===== src/rtl/spi_frame_sequencer_if.sv =====
// Byte-level link between the SPI shifter and the frame sequencer.
//   master : SPI byte shifter (drives frame/byte strobes and received bytes, takes tx_byte)
//   slave  : frame sequencer (consumes strobes, supplies tx_byte)
// Signals:
//   frame_start - 1-cycle pulse when SSEL goes active
//   frame_end   - 1-cycle pulse when SSEL goes inactive
//   tx_req      - 1-cycle pulse; shifter samples tx_byte this cycle
//   rx_valid    - 1-cycle pulse; rx_byte holds a complete byte
//   rx_byte     - received byte, MSB-first assembled
//   tx_byte     - byte presented to the shifter
interface spi_frame_sequencer_if;
  logic       frame_start;
  logic       frame_end;
  logic       tx_req;
  logic       rx_valid;
  logic [7:0] rx_byte;
  logic [7:0] tx_byte;

  modport master (
    output frame_start, frame_end, tx_req, rx_valid, rx_byte,
    input  tx_byte
  );

  modport slave (
    input  frame_start, frame_end, tx_req, rx_valid, rx_byte,
    output tx_byte
  );
endinterface


===== src/rtl/spi_frame_sequencer.sv =====
// Frame-level controller for the byte-wide SPI slave datapath.
// Per frame it snapshots the synchronised sample pins and streams: sequence count, sample high
// byte, sample low byte, XOR checksum, then pad bytes. The first received byte of a frame is a
// command; bit 7 set writes bits 6:0 into ctrl.
// Ports:
//   clk     - system clock (shared with the shifter)
//   rst     - synchronous active-high reset
//   bus     - shifter link (slave side): strobes, rx_byte in, tx_byte out (registered)
//   d_in    - asynchronous sample pins, NBITS wide
//   ctrl    - 7-bit control register written by command
//   led     - ctrl[0]
//   seq_cnt - completed-frame counter, wraps at 255
//   busy    - high while a frame is in progress
module spi_frame_sequencer #(
  parameter int unsigned NBITS    = 12,
  parameter logic [7:0]  PAD_BYTE = 8'hAA
) (
  input  logic                   clk,
  input  logic                   rst,
  spi_frame_sequencer_if.slave   bus,
  input  logic [NBITS-1:0]       d_in,
  output logic [6:0]             ctrl,
  output logic                   led,
  output logic [7:0]             seq_cnt,
  output logic                   busy
);

  typedef enum logic [2:0] {StIdle, StHdr, StDhi, StDlo, StCsum, StPad} state_e;

  state_e           state_q;
  logic [NBITS-1:0] sync1_q, sync2_q, snap_q;
  logic [7:0]       csum_q;
  logic [7:0]       tx_byte_q;
  logic [6:0]       ctrl_q;
  logic [7:0]       seq_cnt_q;
  logic             busy_q;
  logic             cmd_pending_q;  // first rx byte of the frame not yet seen

  logic       end_hit;
  logic [7:0] seq_after_end;
  logic [7:0] snap_hi, snap_lo;

  // frame_end only counts when a frame is actually open.
  assign end_hit       = bus.frame_end && (state_q != StIdle);
  // Combined end+start: the new header carries the already-incremented count.
  assign seq_after_end = end_hit ? seq_cnt_q + 8'd1 : seq_cnt_q;
  assign snap_hi       = 8'(snap_q >> 8);
  assign snap_lo       = snap_q[7:0];

  always_ff @(posedge clk) begin
    if (rst) begin
      state_q       <= StIdle;
      sync1_q       <= '0;
      sync2_q       <= '0;
      snap_q        <= '0;
      csum_q        <= '0;
      tx_byte_q     <= PAD_BYTE;
      ctrl_q        <= '0;
      seq_cnt_q     <= '0;
      busy_q        <= 1'b0;
      cmd_pending_q <= 1'b0;
    end else begin
      sync1_q <= d_in;
      sync2_q <= sync1_q;

      if (bus.frame_start) begin
        // Any tx_req/rx_valid in this cycle is deliberately dropped.
        state_q       <= StHdr;
        busy_q        <= 1'b1;
        seq_cnt_q     <= seq_after_end;
        tx_byte_q     <= seq_after_end;
        csum_q        <= seq_after_end;
        snap_q        <= sync2_q;
        cmd_pending_q <= 1'b1;
      end else if (end_hit) begin
        state_q       <= StIdle;
        busy_q        <= 1'b0;
        seq_cnt_q     <= seq_after_end;
        tx_byte_q     <= PAD_BYTE;
        cmd_pending_q <= 1'b0;
      end else if (state_q != StIdle) begin
        if (bus.tx_req) begin
          unique case (state_q)
            StHdr: begin
              tx_byte_q <= snap_hi;
              csum_q    <= csum_q ^ snap_hi;
              state_q   <= StDhi;
            end
            StDhi: begin
              tx_byte_q <= snap_lo;
              csum_q    <= csum_q ^ snap_lo;
              state_q   <= StDlo;
            end
            StDlo: begin
              tx_byte_q <= csum_q;
              state_q   <= StCsum;
            end
            StCsum: begin
              tx_byte_q <= PAD_BYTE;
              state_q   <= StPad;
            end
            StPad, StIdle: begin
              tx_byte_q <= PAD_BYTE;
            end
            default: begin
              tx_byte_q <= PAD_BYTE;
            end
          endcase
        end
        if (bus.rx_valid && cmd_pending_q) begin
          cmd_pending_q <= 1'b0;
          if (bus.rx_byte[7]) begin
            ctrl_q <= bus.rx_byte[6:0];
          end
        end
      end
    end
  end

  assign bus.tx_byte = tx_byte_q;
  assign ctrl        = ctrl_q;
  assign led         = ctrl_q[0];
  assign seq_cnt     = seq_cnt_q;
  assign busy        = busy_q;

endmodule


===== src/flat_wrapper.sv =====
// flat-port wrapper written by rule: the top's interface ports become plain ports
module spi_frame_sequencer_flat 
#(
  parameter int unsigned NBITS    = 12,
  parameter logic [7:0]  PAD_BYTE = 8'hAA
)
  (clk, rst, d_in, ctrl, led, seq_cnt, busy, bus_frame_start, bus_frame_end, bus_tx_req, bus_rx_valid, bus_rx_byte, bus_tx_byte);
  spi_frame_sequencer_if bus_i ();
  input  logic clk;
  input  logic rst;
  input  logic [NBITS-1:0] d_in;
  output logic [6:0] ctrl;
  output logic led;
  output logic [7:0] seq_cnt;
  output logic busy;
  input wire logic [$bits(bus_i.frame_start)-1:0] bus_frame_start;
  input wire logic [$bits(bus_i.frame_end)-1:0] bus_frame_end;
  input wire logic [$bits(bus_i.tx_req)-1:0] bus_tx_req;
  input wire logic [$bits(bus_i.rx_valid)-1:0] bus_rx_valid;
  input wire logic [$bits(bus_i.rx_byte)-1:0] bus_rx_byte;
  output wire logic [$bits(bus_i.tx_byte)-1:0] bus_tx_byte;
  assign bus_i.frame_start = bus_frame_start;
  assign bus_i.frame_end = bus_frame_end;
  assign bus_i.tx_req = bus_tx_req;
  assign bus_i.rx_valid = bus_rx_valid;
  assign bus_i.rx_byte = bus_rx_byte;
  assign bus_tx_byte = bus_i.tx_byte;
  spi_frame_sequencer #(.NBITS(NBITS), .PAD_BYTE(PAD_BYTE)) u_core (.clk(clk), .rst(rst), .bus(bus_i), .d_in(d_in), .ctrl(ctrl), .led(led), .seq_cnt(seq_cnt), .busy(busy));
endmodule

===== config.mk =====
export PLATFORM = sky130hd
export DESIGN_NAME = spi_frame_sequencer_flat
export DESIGN_NICKNAME = d
export VERILOG_FILES = /design/src/rtl/spi_frame_sequencer_if.sv /design/src/rtl/spi_frame_sequencer.sv /design/src/flat_wrapper.sv
export SDC_FILE = /design/constraint.sdc
export NUM_CORES = 1
export LEC_CHECK = 0
export ABC_CLOCK_PERIOD_IN_PS = 1900
export BUFFER_PORTS_ARGS = -buffer_cell sky130_fd_sc_hd__buf_2
export CORE_UTILIZATION = 55
export DETAILED_ROUTE_END_ITERATION = 16
export MAX_ROUTING_LAYER = met4
export PLACE_DENSITY = 0.82
export SYNTH_ARGS = -nofsm -noshare
export SYNTH_HDL_FRONTEND = slang
export SYNTH_SLANG_ARGS = --single-unit

===== constraint.sdc =====
create_clock -name clk -period 1.9 [get_ports clk]
set_input_delay 0.19 -clock clk [delete_from_list [all_inputs] [get_ports clk]]
set_output_delay 0.19 -clock clk [all_outputs]
set_load 0.02 [all_outputs]

==> results.ini, run 1 <==
[routing]
ant_nets = 0
first_iter_violations = 214
vias_per_cell = 5.417
vias = 2351
drc = 0
totalWireLength_um = 6065
wl_per_cell_um = 13.97
firstDrtPassIters = 4

[floorplan]
die_y_um = 75.57
ios = 51
dieArea_um2 = 5710
initial_utilization = 0.5755
row_count = 26
core-area_um2 = 5172
die_w_um = 75.57

[clocking]
clk_latency_ps = 350
clock_path_buffers = 2
cts_inserted_buffers = 9
h-tree-depth = 3
clk_pin_slew_ps = 70
tritoncts = built
cts-root-buf = clkbuf_8
cts_sinks = 72

[timing]
slew_viol_final = 0
setup_ws_ps = 122.4
fin_hold_ws_ps = 47.38
fin_skew_ps = 10.95
relSlewSlack = 0.6926
period_share = 0.9356
hold_viol_final = 0
min_period_ps = 1778
fmax_mhz = 562.5
final-setup-viol-count = 0
rsz0062_at_grt = false
tightest_slew_ps = 457.6

[run_status]
status = finished clean

[layout]
final_nets = 387
diodes = 0
fillerInstances = 411
layout-drive-gt1-share = 0.2582
finish.utilization = 0.6720
synthToLayoutAreaGrowth_pct = 16.77

[grt]
antenna_found_initial = 0
track_usage = 0.2401
grt_pass1_wl_um = 9535
grt_max_degree = 36
overflow = 0
grt_pass1_vias = 1990

[worst_setup_path]
r2r-end = u_core.csum_q[1]$_SDFFE_PP0P_
r2r_start = u_core.state_q[0]$_SDFFE_PP0P_
regToRegSetupSlack_ps = 120
path_max_fanout = 8
start_kind = register
cp.required_ps = 2150
worstPathArrival_ps = 2030
endpoint_kind = register
r2r_cells = 5
crit_type = reg -> reg

[power]
pwr-share-seq = 0.558
pwr-share-clk = 0.352
powerDensity_nw_per_um2 = 823.1
p_sw_uw = 722.3
p_comb_frac = 0.091
ir_drop_mv = 0.6949
switching_share = 0.2524
p_leak_uw = 0.001492
intPower_uw = 2139

[synthesis]
async_flop_share = 0
synth.most_common_cell = dfxtp_1
synth-edff-count = 0
yosys.area.top_type = dfxtp_1
yosys_register_bits = 72
synth_warnings = 0
yosysSeqAreaShare = 0.4842
syn_avg_cell_area_um2 = 9.696
synth_cells = 307
synth_common_cells = 72 x dfxtp_1, 39 x nor2_1, 28 x nor2b_1, 26 x mux2i_1, 12 x o21ai_0
ys.flop_type = dfxtp_1
synth_area_leaders = dfxtp_1 48%, mux2i_1 8.7%, nor2b_1 5.9%
ys_types = 52
syn_nets = 334
syn_area_um2 = 2977
synth_top_area_share = 0.4842

[place]
hpwl_um = 4345
pre_cts_slack_ps = -34.09
gp_congestion = 0.8997
io_buffers = 50

[min_path]
hold-path-endpoint = u_core.sync1_q[7]$_SDFF_PP0_
hold_depth = 2
min_from = d_in[7]
hold_path.class = in -> reg

[run]
drv_cap = 0

## power by group through the flow
| stage | clock network (µW) | registers (µW) | logic [µW] |
|---|---|---|---|
| final | 1010 | 1600 | 259 |
| after detailed placement | 0 | 1630 | 259 |
| after global placement | 0 | 1630 | 252 |
| after CTS | 1040 | 1590 | 260 |
| after global routing | 1110 | 1600 | 286 |
| after floorplan | 0 | 1640 | 155 |
## cell usage in the layout (no fill, tap or decap), drive strengths merged, types with 6 or more instances in the layout
cell type	netlist	layout
nand3	7	7
buf	13	64
a21oi	7	7
mux2i	26	26
clkbuf	8	9
nor2	39	39
o21ai	12	12
a211oi	6	6
dfxtp	72	72
nor2b	28	28
mux2	6	6
nand2	9	9
inv	6	6
clkinv	0	6
nor3	8	8
## cell type report
cell class | instances | area (µm²) | share of cell area
flip-flops and latches | 72 | 1444 | 0.4154
multi-input cells | 207 | 1393 | 0.4006
repair buffers | 64 | 367.9 | 0.1058
clock buffers | 9 | 123.9 | 0.03564
well taps | 70 | 87.58 | 0.02520
clock inverters | 6 | 37.54 | 0.01080
inverters | 6 | 22.52 | 0.006479
## worst max-delay path, stage by stage, from the launching register on
cell and delay, ps:
dfxtp_1 390, buf_4 200, nor3b_4 350, mux2_2 400, nand4_1 90, nor4bb_1 260
## worst max path at each step
stage                                   start                                 end  slack [ps]  cells past startpoint
2_1_floorplan  u_core.state_q[1]$_SDFFE_PP0P_         u_core.ctrl[6]$_SDFFE_PP0P_         350                      6
4_1_cts        u_core.state_q[2]$_SDFFE_PP0P_       u_core.csum_q[1]$_SDFFE_PP0P_         110                      5
3_5_place_dp   u_core.state_q[1]$_SDFFE_PP0P_       u_core.csum_q[1]$_SDFFE_PP0P_         -30                      4
5_1_grt        u_core.state_q[0]$_SDFFE_PP0P_       u_core.csum_q[1]$_SDFFE_PP0P_           2                      5
3_3_place_gp   u_core.state_q[1]$_SDFFE_PP0P_  u_core.bus.tx_byte[7]$_SDFFE_PP1P_         100                      5
6_report       u_core.state_q[0]$_SDFFE_PP0P_       u_core.csum_q[1]$_SDFFE_PP0P_         120                      5
## kinds of logic after synthesis
kind of cell	Yosys count	synth area share
fa+ha+maj	1	0.004203
buf+inv	28	0.04960
xor+xnor	9	0.02648
mux	32	0.1101
simple gates	114	0.2068
compound gates	51	0.1185
flops	72	0.4842
## routing by layer
metal,share of wire,track usage
met1,0.47,0.3076
met2,0.45,0.3482
met3,0.060,0.07143
met4,0.018,0.1111
met5,0,-
## flip-flops by register name, indices dropped and copies added, names as in the netlist
name                  count
u_core.bus.tx_byte        8
u_core.sync1_q           12
u_core.cmd_pending_q      1
u_core.snap_q            12
u_core.busy               1
u_core.csum_q             8
u_core.state_q            3
u_core.seq_cnt            8
u_core.ctrl               7
u_core.sync2_q           12
## through the flow
step | total power, µW | instances | instance area, µm² | setup TNS [ps]
3_5_place_dp | 1888 | 419 | 3307 | -34.09
2_1_floorplan | 1795 | 307 | 2977 | 0
3_3_place_gp | 1879 | 419 | 3307 | 0
5_1_grt | 2995 | 434 | 3476 | 0
6_report | 2861 | 434 | 3476 | 0
4_1_cts | 2892 | 434 | 3470 | 0
## what timing repair did
item,4_1_cts,5_1_grt
hold buffers,0,0
buffers inserted,0,0
pin swaps,0,1
setup endpoints to repair,3,2
gates resized for setup,1,2
No activity file was read; power rests on OpenSTA's default activity.
==> run 2, diff against run 1 <==
Settings changed: BUFFER_PORTS_ARGS -buffer_cell sky130_fd_sc_hd__buf_2 to -buffer_cell sky130_fd_sc_hd__buf_4, CORE_MARGIN set to 3.
==> results.ini, run 2 (same netlist as run 1, synthesis figures left out) <==
[worst_setup_path]
r2r_start = u_core.state_q[1]$_SDFFE_PP0P_
cp_top_family = compound AO/OA/AOI/OAI gates
path_max_fanout = 11  ; +3
crit_buf_inv = 1  ; unchanged
crit_type = reg -> reg
r2r_cells = 5  ; unchanged
worstPathArrival_ps = 1950  ; -80 ps
r2r-end = u_core.bus.tx_byte[2]$_SDFFE_PP0P_
max_stage_delay_ps = 390  ; about the same
endpoint_kind = register
crit_path_cell_trace = buf_4, o311ai_0, xor2_1, a2bb2oi_1, a211oi_1
cp.required_ps = 2120  ; -30 ps
regToRegSetupSlack_ps = 170  ; +50 ps
cpMaxStageDelayCell = dfxtp_2
start_kind = register

[layout]
reg_top3 = u_core.snap_q (12), u_core.sync1_q (12), u_core.sync2_q (12)
fillerInstances = 381  ; -7.3%
final_nets = 391  ; +1.0%
final_cell_mix = 69 x dfxtp_1, 68 x buf_4, 39 x nor2_1
multi_input_area_um2 = 1388  ; -0.36%
seq_area_um2 = 1445  ; about the same
stdcell_area_um2 = 3691  ; +6.2%
synthToLayoutAreaGrowth_pct = 24.00
diodes = 0  ; unchanged
layout-drive-gt1-share = 0.2683  ; +0.01005
layout_commonest_cell = dfxtp_1

[timing]
fin_skew_ps = 6.693  ; -4.262 ps
period_share = 0.9117  ; -0.02389
setup_ws_ps = 167.8  ; +45.39 ps
tightest_slew_ps = 478.7  ; +21.13 ps
fmax_mhz = 577.3  ; +2.6%
min_period_ps = 1732  ; -45.39 ps
hold_viol_final = 0  ; unchanged
slew_viol_final = 0  ; unchanged
relSlewSlack = 0.6784  ; -0.01420
tns_ps = 0  ; unchanged
final-setup-viol-count = 0  ; unchanged
rsz0062_at_grt = false

[place]
pre_cts_slack_ps = 41.67  ; +75.76 ps
io_buffers = 50  ; unchanged
gp_congestion = 0.8512  ; -5.4%
placed_cell_area_um2 = 3450  ; +4.3%
hpwl_um = 4397  ; +1.2%

[min_path]
hold_depth = 2  ; unchanged
min_from = d_in[2]
hold_path.class = in -> reg
hold-path-endpoint = u_core.sync1_q[2]$_SDFF_PP0_

[routing]
drc = 0  ; unchanged
vias = 2407  ; +2.4%
firstDrtPassIters = 4  ; unchanged
first_iter_violations = 139  ; -35%
vias_per_cell = 5.483  ; +1.2%
totalWireLength_um = 6399  ; +5.5%
wl_per_cell_um = 14.58  ; +4.3%
ant_nets = 0  ; unchanged

[floorplan]
initial_utilization = 0.5755  ; unchanged
die_w_um = 79.57  ; +5.3%
core-area_um2 = 5172  ; unchanged
ios = 51  ; unchanged
die_y_um = 79.57  ; +5.3%
dieArea_um2 = 6331  ; +11%
row_count = 26  ; unchanged

[grt]
grt_max_degree = 45  ; +25%
antenna_found_initial = 0  ; unchanged
grt_use_met3 = 0.05192  ; -0.01951
grt.met2_usage = 0.3339  ; -0.01432
top_usage_layer = met2
grt_pass1_wl_um = 10630  ; +11%
grt_pass1_vias = 2276  ; +14%
track_usage = 0.2230  ; -0.01704
overflow = 0  ; unchanged
met1_usage = 0.2868  ; -0.02073

[run]
drv_cap = 0  ; unchanged

[power]
powerDensity_nw_per_um2 = 890.9  ; +8.2%
ir_drop_mv = 0.6444  ; -7.3%
p_leak_uw = 0.001568  ; +5.1%

[clocking]
clk_pin_slew_ps = 80  ; about the same
cts_sinks = 72  ; unchanged
cts-root-buf = clkbuf_8
cts_inserted_buffers = 9  ; unchanged
tritoncts = built
clk_latency_ps = 350  ; about the same
clock_path_buffers = 2  ; unchanged
h-tree-depth = 3  ; unchanged

[run_status]
status = finished clean

run 2: routing by layer:
metal	up-vias	routed length (µm)
met5	-	0
met4	0	130
met3	14	403
met2	78	3018
met1	1131	2847
li1	1184	-
run 2: worst max-delay path by stage:
| stage | startpoint | endpoint | cells past startpoint |
|---|---|---|---|
| floorplan | u_core.state_q[1]$_SDFFE_PP0P_ | u_core.ctrl[6]$_SDFFE_PP0P_ | 6 |
| global placement | u_core.state_q[2]$_SDFFE_PP0P_ | u_core.bus.tx_byte[7]$_SDFFE_PP1P_ | 5 |
| detailed placement | u_core.state_q[0]$_SDFFE_PP0P_ | u_core.bus.tx_byte[5]$_SDFFE_PP1P_ | 5 |
| CTS | u_core.state_q[0]$_SDFFE_PP0P_ | u_core.ctrl[2]$_SDFFE_PP0P_ | 4 |
| global route | u_core.state_q[0]$_SDFFE_PP0P_ | u_core.csum_q[5]$_SDFFE_PP0P_ | 5 |
| finish | u_core.state_q[1]$_SDFFE_PP0P_ | u_core.bus.tx_byte[2]$_SDFFE_PP0P_ | 5 |
run 2: where the power goes:
group | internal (µW) | switching (µW) | total (µW)
sequential | 1560 | 33.2 | 1600
combinational | 137 | 146 | 283
clock | 823 | 585 | 1410
total | 2520 | 765 | 3290
run 2: what timing repair did:
action	CTS	global route
setup endpoints to repair	0	17
hold buffers	0	0
buffers inserted	0	0
resized for setup	0	3
run 2: cell type report:
class                           instances  share of cell area
Clock buffer                           11             0.04102
Inverter                                6            0.006102
Multi-Input combinational cell        207              0.3759
Clock inverter                          5             0.02339
Tap cell                               70             0.02373
Sequential cell                        72              0.3915
Timing Repair Buffer                   68              0.1383
run 2: worst reg2reg max path, stage by stage (launching register included):
cell       delay [ps]
dfxtp_2           390
buf_4             170
o311ai_0          370
xor2_1            380
a2bb2oi_1         210
a211oi_1           90
run 2: stage by stage:
stage	power, µW	hold WS (ps)	instances	util
finish	3288	51.40	439	0.7136
detailed placement	1911	404.7	423	0.6669
global placement	1903	398.5	423	0.6669
global route	3412	45.05	439	0.7136
floorplan	1795	318.2	307	-
CTS	3308	36.88	439	0.7129
==> run 3, diff against run 2 <==
Settings changed: ABC_AREA set to 1, CORE_UTILIZATION 55 to 56, PLACE_DENSITY 0.82 to 0.83.
==> results.ini, run 3 <==
[synthesis]
synth.most_common_cell = nand2_1
yosysSeqAreaShare = 0.4553  ; -0.02890
async_flop_share = 0  ; unchanged
syn_area_um2 = 3166  ; +6.3%
synth_warnings = 0  ; unchanged
syn_avg_cell_area_um2 = 6.808  ; -30%
ys.flop_type = dfxtp_1
synth_area_leaders = dfxtp_1 46%, nand2_1 14%, nor2_1 11%
syn_nets = 492  ; +47%
synth-edff-count = 0  ; unchanged
ys_types = 27  ; -48%
synth_common_cells = 119 x nand2_1, 94 x nor2_1, 72 x dfxtp_1, 61 x inv_1, 28 x o21ai_0
synth_cells = 465  ; +51%
synth_top_area_share = 0.4553  ; -0.02890
yosys_register_bits = 72  ; unchanged
yosys.area.top_type = dfxtp_1

[power]
switching_share = 0.2850  ; +0.05246
p_comb_frac = 0.131  ; +0.045
pwr-share-seq = 0.527  ; +0.041
ir_drop_mv = 0.6284  ; -2.5%
intPower_uw = 2233  ; -12%
p_leak_uw = 0.001887  ; +20%
p_total_uw = 3123  ; -5.0%
pwr-share-clk = 0.342  ; -0.086
p_sw_uw = 890.1  ; +16%
powerDensity_nw_per_um2 = 828.4  ; -7.0%

[clocking]
cts-root-buf = clkbuf_8
clk_pin_slew_ps = 80  ; about the same
clock_path_buffers = 2  ; unchanged
cts_sinks = 72  ; unchanged
clk_latency_ps = 350  ; about the same
ctsHoldBuffers = 0  ; unchanged
cts-resized-gates = 0  ; unchanged
tritoncts = built
cts_inserted_buffers = 9  ; unchanged
cts_setup_buffers = 0  ; unchanged
h-tree-depth = 3  ; unchanged

[worst_setup_path]
path_max_fanout = 14  ; +3
endpoint_kind = register
r2r_start = u_core.state_q[1]$_SDFFE_PP0P_
crit_type = reg -> reg
regToRegSetupSlack_ps = 180  ; +20 ps
r2r_cells = 7  ; +2
cp.required_ps = 2130  ; about the same
r2r-end = u_core.csum_q[6]$_SDFFE_PP0P_
worstPathArrival_ps = 1950  ; about the same
start_kind = register

[timing]
min_period_ps = 1717  ; -15.42 ps
fmax_mhz = 582.5  ; +0.90%
final-setup-viol-count = 0  ; unchanged
period_share = 0.9036  ; -0.008113
relSlewSlack = 0.5864  ; -0.09199
tightest_slew_ps = 619.7  ; +141.0 ps
tns_ps = 0  ; unchanged
setup_ws_ps = 183.2  ; +15.42 ps
hold_viol_final = 0  ; unchanged
fin_skew_ps = 8.927  ; +2.235 ps
slew_viol_final = 0  ; unchanged
rsz0062_at_grt = false

[grt]
antenna_found_initial = 0  ; unchanged
grt_pass1_vias = 2669  ; +17%
grt_max_degree = 41  ; -8.9%
track_usage = 0.2316  ; +0.008525
overflow = 0  ; unchanged
grt_pass1_wl_um = 11440  ; +7.7%

[layout]
final_cell_mix = 119 x nand2_1, 94 x nor2_1, 72 x dfxtp_1
synthToLayoutAreaGrowth_pct = 19.09
fillerInstances = 442  ; +16%
layout_commonest_cell = nand2_1
stdcell_area_um2 = 3770  ; +2.1%
diodes = 0  ; unchanged
final_nets = 541  ; +38%
layout-drive-gt1-share = 0.1561  ; -0.1122
reg_top3 = u_core.snap_q (12), u_core.sync1_q (12), u_core.sync2_q (12)

[routing]
ant_nets = 0  ; unchanged
drc = 0  ; unchanged
vias_per_cell = 4.915  ; -10%
first_iter_violations = 195  ; +40%
wl_per_cell_um = 11.59  ; -20%
vias = 2895  ; +20%
firstDrtPassIters = 5  ; +1
totalWireLength_um = 6827  ; +6.7%

[floorplan]
row_count = 26  ; unchanged
ios = 51  ; unchanged
die_w_um = 81.19  ; +2.0%
die_y_um = 81.19  ; +2.0%
dieArea_um2 = 6591  ; +4.1%
core-area_um2 = 5270  ; +1.9%
initial_utilization = 0.6007  ; +0.02519

[place]
io_buffers = 50  ; unchanged
hpwl_um = 4894  ; +11%
pre_cts_slack_ps = 206.4  ; +164.8 ps
gp_congestion = 0.9246  ; +8.6%
placed_cell_area_um2 = 3598  ; +4.3%

[min_path]
min_from = d_in[0]
hold_depth = 3  ; +1
hold_path.class = in -> reg
hold-path-endpoint = u_core.sync1_q[0]$_SDFF_PP0_

[run_status]
status = finished clean

[run]
drv_cap = 0  ; unchanged

## run 3: changes by cell type after synthesis, sizes merged, moves of 6 or more
cell   previous run  this run
nand2             9       119
inv               6        64
nor2             39        96
nor2b            28         0
mux2i            26         0
o21ai            12        29
nand3             7        21
a21oi             7        20
buf              13         6
nor3              8         1
mux2              6         0
## run 3: worst max-delay path, cell delays in order, from the launching register on
cell and delay [ps]:
dfxtp_1 490, nor2_4 80, a21oi_4 350, nand2_1 190, nand3_1 300, nand2_1 90
nand2_1 70, a21oi_1 40
## run 3: through the flow
stage          hold slack (ps)  cells  utilization
2_1_floorplan            297.0    465            -
3_3_place_gp             389.1    573       0.6828
3_5_place_dp             393.5    573       0.6828
4_1_cts                  37.39    589       0.7153
5_1_grt                  54.75    589       0.7153
6_report                 36.61    589       0.7153
## run 3: power groups by stage
stage | combinational, µW | clock, µW | sequential [µW]
4_1_cts | 412 | 1080 | 1650
2_1_floorplan | 248 | 0 | 1690
5_1_grt | 467 | 1140 | 1650
6_report | 409 | 1070 | 1640
3_3_place_gp | 401 | 0 | 1680
3_5_place_dp | 409 | 0 | 1680
## run 3: area by class of cell
cell class | instances | area, µm² | area share
flip-flops and latches | 72 | 1441 | 0.3823
multi-input cells | 310 | 1393 | 0.3694
repair buffers | 56 | 432.9 | 0.1148
inverters | 65 | 244.0 | 0.06472
clock buffers | 9 | 123.9 | 0.03286
well taps | 70 | 87.58 | 0.02323
clock inverters | 7 | 47.55 | 0.01261
## run 3: how the worst max path moves through the flow
| stage | cells after the start | startpoint | slack [ps] | endpoint |
|---|---|---|---|---|
| floorplan | 7 | u_core.seq_cnt[0]$_SDFFE_PP0P_ | 480 | u_core.bus.tx_byte[6]$_SDFFE_PP0P_ |
| CTS | 7 | u_core.state_q[1]$_SDFFE_PP0P_ | 200 | u_core.csum_q[6]$_SDFFE_PP0P_ |
| finish | 7 | u_core.state_q[1]$_SDFFE_PP0P_ | 180 | u_core.csum_q[6]$_SDFFE_PP0P_ |
| global placement | 7 | u_core.state_q[1]$_SDFFE_PP0P_ | 260 | u_core.csum_q[5]$_SDFFE_PP0P_ |
| global route | 7 | u_core.state_q[1]$_SDFFE_PP0P_ | 8 | u_core.csum_q[4]$_SDFFE_PP0P_ |
| detailed placement | 7 | u_core.state_q[1]$_SDFFE_PP0P_ | 210 | u_core.csum_q[6]$_SDFFE_PP0P_ |
## run 3: per-layer routing
| metal | vias up | GRT usage | routed length [µm] |
|---|---|---|---|
| li1 | 1518 | - | - |
| met1 | 1281 | 0.2670 | 2999 |
| met2 | 84 | 0.3875 | 3235 |
| met3 | 12 | 0.04435 | 458 |
| met4 | 0 | 0.1098 | 133 |
| met5 | - | - | 0 |
## run 3: cells by family (layout without fill, tap and decap cells)
logic type | count (synthesis) | count (layout) | synth area share
AO/OA/AOI/OAI | 54 | 54 | 0.09368
XOR/XNOR | 13 | 13 | 0.03597
adder cells (fa/ha/maj) | 1 | 1 | 0.003952
buffers and inverters | 83 | 137 | 0.1047
flip-flops | 72 | 72 | 0.4553
AND/OR/NAND/NOR | 242 | 242 | 0.3063
